### config.mk
export PLATFORM = sky130hd
export DESIGN_NAME = fetch_burst_ctrl
export DESIGN_NICKNAME = d
export VERILOG_FILES = /design/src/rtl/fetch_burst_ctrl.sv
export SDC_FILE = /design/constraint.sdc
export NUM_CORES = 1
export LEC_CHECK = 0
export ABC_AREA = 1
export BUFFER_PORTS_ARGS = -buffer_cell sky130_fd_sc_hd__buf_2
export CAP_MARGIN = 20
export CORE_MARGIN = 2
export CORE_UTILIZATION = 50
export CTS_BUF_LIST = sky130_fd_sc_hd__clkbuf_2
export DETAILED_ROUTE_END_ITERATION = 12
export GPL_TIMING_DRIVEN = 1
export PLACE_DENSITY = 0.76
export SLEW_MARGIN = 20
export SYNTH_ARGS = -nofsm -noshare
export SYNTH_HDL_FRONTEND = slang
export SYNTH_SLANG_ARGS = --single-unit
### constraint.sdc
create_clock -name clk -period 15.4 [get_ports clk]
set_input_delay 1.54 -clock clk [delete_from_list [all_inputs] [get_ports clk]]
set_output_delay 1.54 -clock clk [all_outputs]
set_load 0.03 [all_outputs]
### src/rtl/fetch_burst_ctrl.sv
// Instruction-fetch burst controller: issues block-bounded INCR read bursts to the
// ICache and unpacks each beat into NI instruction/PC slots for the fetch FIFO.
//
// state    | meaning
// ST_ADDR  | build / hold the read address; redirects here retarget the next burst
// ST_DATA  | accept beats and write bundles (beats discarded once a redirect is pending)
// ST_DRAIN | burst was issued after a redirect arrived; swallow every beat
module fetch_burst_ctrl #(
  parameter int                ADDR_W    = 32,
  parameter int                DATA_W    = 64,
  parameter int                BURST_LEN = 4,
  parameter logic [ADDR_W-1:0] RESET_PC  = '0
) (
  input  logic                   clk,
  input  logic                   rst,
  input  logic                   jump,
  input  logic [ADDR_W-1:0]      jump_addr,
  input  logic                   stop_fetch,
  output logic                   jump_accept,
  output logic                   arvalid,
  output logic [ADDR_W-1:0]      araddr,
  output logic [7:0]             arlen,
  output logic [2:0]             arsize,
  output logic [1:0]             arburst,
  input  logic                   arready,
  input  logic                   rvalid,
  input  logic [DATA_W-1:0]      rdata,
  input  logic                   rlast,
  output logic                   rready,
  output logic                   write_fifo,
  output logic [DATA_W/32-1:0]   fetch_slot_valid,
  output logic [DATA_W/32*64-1:0] fetch_instr_pc
);

  localparam int NI    = DATA_W / 32;
  localparam int BB    = DATA_W / 8;
  localparam int BB_SH = $clog2(BB);

  typedef enum logic [1:0] {ST_ADDR, ST_DATA, ST_DRAIN} state_t;

  state_t              state, state_nx;
  logic [ADDR_W-1:0]   next_addr, pend_addr, beat_addr, araddr_al, slot_pc;
  logic                pend, redir, arvalid_q, jump_accept_q, first_beat;
  logic [BB_SH-1:0]    first_off;
  logic [7:0]          blk_idx;
  logic                r_hs, keep;
  logic [NI-1:0]       slot_mask, slot_valid_q;
  logic [NI*64-1:0]    instr_pc_nx, instr_pc_q;
  logic                write_fifo_q;

  assign araddr_al = {next_addr[ADDR_W-1:BB_SH], {BB_SH{1'b0}}};
  // Beat index within the block; the burst stops at the block boundary.
  assign blk_idx   = 8'((next_addr >> BB_SH) & ADDR_W'(BURST_LEN - 1));

  assign arvalid          = arvalid_q;
  assign araddr           = arvalid_q ? araddr_al : '0;
  assign arlen            = arvalid_q ? (8'(BURST_LEN - 1) - blk_idx) : 8'd0;
  assign arsize           = 3'(BB_SH);
  assign arburst          = 2'b01;
  assign jump_accept      = jump_accept_q;
  assign write_fifo       = write_fifo_q;
  assign fetch_slot_valid = slot_valid_q;
  assign fetch_instr_pc   = instr_pc_q;

  always_ff @(posedge clk or posedge rst) begin
    if (rst) state <= ST_ADDR;
    else     state <= state_nx;
  end

  always_comb begin
    state_nx = state;
    rready   = 1'b0;
    case (state)
      ST_ADDR: begin
        if (arvalid_q && arready) state_nx = (pend || jump) ? ST_DRAIN : ST_DATA;
      end
      ST_DATA: begin
        rready = pend || !stop_fetch;
        if (rvalid && rready && rlast) state_nx = ST_ADDR;
      end
      ST_DRAIN: begin
        rready = 1'b1;
        if (rvalid && rlast) state_nx = ST_ADDR;
      end
      default: state_nx = ST_ADDR;
    endcase
  end

  assign r_hs = rvalid && rready;
  assign keep = (state == ST_DATA) && r_hs && !pend && !jump;

  always_comb begin
    slot_pc     = '0;
    slot_mask   = '0;
    instr_pc_nx = '0;
    for (int i = 0; i < NI; i++) begin
      slot_pc = beat_addr + ADDR_W'(4 * i);
      instr_pc_nx[64*i +: 64] = {32'(slot_pc), rdata[32*i +: 32]};
      slot_mask[i] = !first_beat || (32'(4 * i) >= 32'(first_off));
    end
  end

  always_ff @(posedge clk or posedge rst) begin
    if (rst) begin
      next_addr     <= RESET_PC;
      pend_addr     <= '0;
      beat_addr     <= '0;
      pend          <= 1'b0;
      redir         <= 1'b0;
      arvalid_q     <= 1'b0;
      jump_accept_q <= 1'b0;
      first_beat    <= 1'b0;
      first_off     <= '0;
      write_fifo_q  <= 1'b0;
      slot_valid_q  <= '0;
      instr_pc_q    <= '0;
    end else begin
      write_fifo_q  <= keep;
      slot_valid_q  <= keep ? slot_mask : '0;
      if (keep) instr_pc_q <= instr_pc_nx;
      jump_accept_q <= 1'b0;
      case (state)
        ST_ADDR: begin
          if (!arvalid_q) begin
            if (jump) begin
              next_addr <= jump_addr;
              redir     <= 1'b1;
            end else if (!stop_fetch) begin
              arvalid_q     <= 1'b1;
              jump_accept_q <= redir;
              redir         <= 1'b0;
              first_off     <= redir ? next_addr[BB_SH-1:0] : '0;
            end
          end else begin
            // A raised request is held; late redirects are queued behind it.
            if (jump) begin
              pend      <= 1'b1;
              pend_addr <= jump_addr;
            end
            if (arready) begin
              arvalid_q  <= 1'b0;
              beat_addr  <= araddr_al;
              first_beat <= 1'b1;
            end
          end
        end
        ST_DATA, ST_DRAIN: begin
          if (jump) begin
            pend      <= 1'b1;
            pend_addr <= jump_addr;
          end
          if (r_hs) begin
            beat_addr  <= beat_addr + ADDR_W'(BB);
            first_beat <= 1'b0;
            if (rlast) begin
              if (pend || jump) begin
                next_addr <= jump ? jump_addr : pend_addr;
                redir     <= 1'b1;
                pend      <= 1'b0;
              end else begin
                next_addr <= beat_addr + ADDR_W'(BB);
              end
            end
          end
        end
        default: ;
      endcase
    end
  end

endmodule

* Word level (Yosys, flattened, before mapping)
Index checks and enable logic that the tools add are counted.
** Word-level totals
- Word-level logic and storage cells :: 107
- Output and inout port bits :: 179
- Register bits after elaboration :: 237
- Input port bits :: 103
** Cells by class
- Muxes and demuxes :: 48
- Magnitude comparators :: 2
- Reduce and logical (&&, ||, !) cells :: 25
- Equal/unequal tests :: 13
- $add $sub $neg :: 3
- Bitwise gates (word level) :: 3
** Operators with widths (count)
- 2-to-1 mux 32 bit :: 11
- case mux 32 bit (2 select lines) :: 3
- adder 32 x 3 -> 32 bit (second input constant) :: 1
- adder 32 x 4 -> 32 bit (second input constant) :: 1
- 2-to-1 mux 1 bit :: 22
- != test 2 bit (second input constant) :: 10
- 2-to-1 mux 2 bit :: 5
- logical AND 1 bit :: 8
- 2-to-1 mux 8 bit :: 1
- case mux 1 bit (2 select lines) :: 4
- AND reduction 4 bit :: 2
- case mux 2 bit (3 select lines) :: 1
- AND reduction 6 bit :: 1
- AND reduction 5 bit :: 1
- zero test 1 bit :: 4
- logical OR 1 bit :: 4
- >= comparator 1 x 3 -> 1 bit (first input constant) :: 1
- >= comparator 3 bit (first input constant) :: 1
- 2-to-1 mux 3 bit :: 1
- != test 3 bit (second input constant) :: 1
- inverter 1 bit :: 3
- AND reduction 3 bit :: 1
- subtractor 2 x 2 -> 3 bit (first input constant) :: 1
- == test 2 x 1 -> 1 bit (second input constant) :: 1
- 5 further kinds :: 5

* Longest topological paths before layout
- Depth in word-level cells :: 8
- Gate-level depth with buffers :: 11
- Depth with buffers taken out :: 11

* Least setup slack after synthesis
Ideal clock, no wire load.
- Kind :: input to output
- From :: in stop_fetch
- To :: out rready
- Arrival time :: 1.958 ns
- Data required time :: 13.860 ns
- Stages on the path :: 5
- Path slack :: 11.902 ns
- Buffers on the path :: 0
- Cell sequence :: nand2_1 nand2_1 nand2_1 nand2_1 inv_1
** On the way
- Word-level cells in the longest chain between the ends :: 3
** Ends and longest elaborated chain
- from (decl) :: line 18 : input logic stop_fetch,
- zero test 1 bit
- logical OR 1 bit :: line 78 : rready = pend || !stop_fetch;
- case mux 1 bit (2 select lines) :: line 73 : case (state)
- to (decl) :: line 29 : output logic rready,
No other way between the ends.

* Final worst setup path
- From :: reg state[1]
- To :: out rready
** On the way
- Word-level cells in the longest chain between the ends :: 2
- Elaborated cells on any way between the ends :: 3
- Classes of those cells :: eq/ne (2); mux (1)
** Ends and longest elaborated chain
- from (decl) :: line 41 : state_t state, state_nx;
- from (signal assigned) :: line 67 : else state <= state_nx;
- == test 2 bit / == test 2 x 1 -> 1 bit (equally long branches) :: line 73
- case mux 1 bit (2 select lines) (*) :: line 73
Every way passes the cells marked *; elsewhere a longest branch is shown, timed or not.

==> impl_metrics.toml <==
[status]
status = "complete, no violations"

[timing]
slew_viol_final = 0
fin_crit_ns = 4.03
setup_viol = 0
max_freq_mhz = 248
finClkSkew_ns = 0.0483
tightest_slew_ns = 1.05
hold_viol = 0
period_share = 0.262
rsz0062_at_grt = "false"
tns_ns = 0
relSlewSlack = 0.300

[placed_design]
portBuffers = 262
hpwl_mm = 21.0
gp_congestion = 0.869

[min_path]
min_path_cells = 2
hold_class = "register to register"

[die]
die_w_um = 151
num_io_pins = 282
row_count = 53
die_area_um2 = 22900
dieHeight_um = 151
core_um2 = 21200
initial_core_util = 0.514

[route]
vias_per_cell = 4.97
wl_mm = 29.5
remaining_drc_errors = 0
dr.pass1.iters = 5
vias = 9964
drt_iter0_markers = 578
final_antenna_net_count = 0
drt-wirelength-per-cell_um = 14.7

[layout]
area_growth_pct = 16.5
final_common_cell = "nand2_1"
nets = 1802
n_fill_cell = 1999
multi_input_area_um2 = 4330
layout_common_cells = "682 x nand2_1, 262 x buf_2, 226 x dfrtp_1"
register_area_um2 = 5680
layout-drive-gt1-share = 0.209

[clock_tree]
cts_max_path_buffers = 3
cts-resized-gates = 0
cts_htree_levels = 2
hold_buffers = 0
cts.sinks = 227
post-cts-setup-buffer-count = 0
cts_made_buffers = 57
root_buffer = "clkbuf_2"
clk_pin_slew_ns = 0.11
cts_tree = "built"
clock_latency_ns = 0.84

[yosys]
synth_top_family_by_area = "simple AND/OR/NAND/NOR gates"
synth_adder_area_share = 0.00460
synth_top_area_frac = 0.522
syn_inst = 1435
synth_mux_area_frac = 0.00920
synth.avg_cell_area_um2 = 7.58
synth.area.top_cells = "dfrtp_1 52%, nand2_1 24%, o21ai_0 4.8%, inv_1 4.2%, nor2_1 2.8%"
synth_area_um2 = 10900
yosysUniqueCellTypes = 32
synth_simple_gate_area_frac = 0.287
seq_area_frac_synth = 0.522
synth-xor-area-share = 0.00644
yosys_warnings = 0
synth_largest_area_cell = "dfrtp_1"
synth_compound_area_frac = 0.0823
synth.ff_latch_count = 227

[worst_setup_path]
cp-start-kind = "register"
end_kind = "output pin"
cp.required_ns = 13.86
critPathMaxFanout = 25
critical_path_class = "register to output pin"
cp_data_arrival_time_ns = 2.49
worstRegToRegCells = 9

[flow_run]
max_cap_viol_count = 0

[power]
p_leak_uw = 0.00766
peakVddDrop_mv = 0.143
p_int_uw = 1330
power_frac_comb = 0.489
p_clk_frac = 0.135
power_uw = 2680
power.density_nw_per_um2 = 212
switching_share = 0.503
pwr-share-seq = 0.376
switchingPower_uw = 1350

[global_route]
overflow = 0
grt_usage = 0.255
grt_pass1_vias = 9299
grt_max_degree = 126
antenna_found_initial = 5
grt_first_pass_wirelength_mm = 46.3
[state kept, by name (all words and copies together) (netlist names), 2 cells and up]
register and cells:
next_addr 32, pend_addr 32, first_off 3, state 2, beat_addr 29, fetch_instr_pc 121
fetch_slot_valid 2
[cells by family (layout without fill, tap and decap cells)]
family / after synthesis / count (layout)
multiplexers: 10 / 10
adder cells (fa/ha/maj): 4 / 4
AO/OA/AOI/OAI: 165 / 165
XOR/XNOR: 8 / 8
flip-flops: 227 / 227
AND/OR/NAND/NOR: 808 / 808
other: 2 / 25
buffers and inverters: 211 / 484
[per-layer routing]
metal  vias up  GRT usage  wire (um)
met3        58     0.0614       2840
li1       4939          -          -
met4         0     0.0981        854
met5         -          0          0
met1      4558      0.341      12400
met2       409      0.404      13400
[worst max-delay path, stage by stage, from the launching register on]
cell and delay (ns):
dfrtp_1 0.37, inv_1 0.08, ha_1 0.79, nand2_1 0.12, inv_1 0.12, buf_2 0.20
[stage by stage]
stage | cells | utilization | area (um2) | hold slack, ns | worst slack, ns
4_1_cts | 2000 | 0.598 | 12600 | 0.474 | 11.32
2_1_floorplan | 1452 | - | 10900 | 0.442 | 7.64
6_report | 2006 | 0.599 | 12700 | 0.469 | 11.37
3_5_place_dp | 1911 | 0.577 | 12200 | 0.453 | 11.28
5_1_grt | 2006 | 0.599 | 12700 | 0.490 | 11.09
3_3_place_gp | 1911 | 0.577 | 12200 | 0.450 | 11.38
[layout make-up]
cell class,count,area share
inverters,124,0.0375
repair buffers,271,0.109
clock buffers,75,0.0296
diodes,6,0.00119
flip-flops and latches,227,0.449
clock inverters,14,0.00514
well taps,275,0.0272
multi-input cells,1014,0.342
[power groups by stage]
stage          registers, uW  logic [uW]  clock network (uW)
2_1_floorplan           1170         771                   0
3_3_place_gp            1010        1280                   0
3_5_place_dp            1020        1310                   0
4_1_cts                 1010        1310                 376
5_1_grt                 1040        1470                 405
6_report                1010        1310                 363
[cell usage after synthesis]
library cell,number
o21a_1,1
ha_1,4
nand2_1,682
buf_4,22
a31oi_1,1
nor3_2,1
nand3_1,29
or2_2,2
nand3b_1,7
o211ai_1,1
xor2_1,6
a22o_1,2
conb_1,2
inv_1,121
nor2_1,82
o21ai_0,105
a21oi_1,32
clkbuf_1,30
a21boi_0,1
o21bai_1,1
buf_6,6
o22ai_1,2
dfrtp_1,227
nor3_1,2
buf_2,28
a211oi_1,1
xnor2_1,2
and2_1,3
inv_2,3
a22oi_1,18
buf_1,1
mux2i_1,10
[worst paths after layout]
check / start / endpoint / slack, ns
max in group asynchronous: rst / pend_addr[22] / 13.24
worst max register to register: state[1] / next_addr[3] / 11.46
worst min-delay path: fetch_instr_pc[113] / fetch_instr_pc[113] / 0.47
worst max-delay path: state[1] / rready / 11.37
worst min register to register: fetch_instr_pc[113] / fetch_instr_pc[113] / 0.47
min in group asynchronous: rst / write_fifo / 0.84
Power figures use the tool's default switching activity.
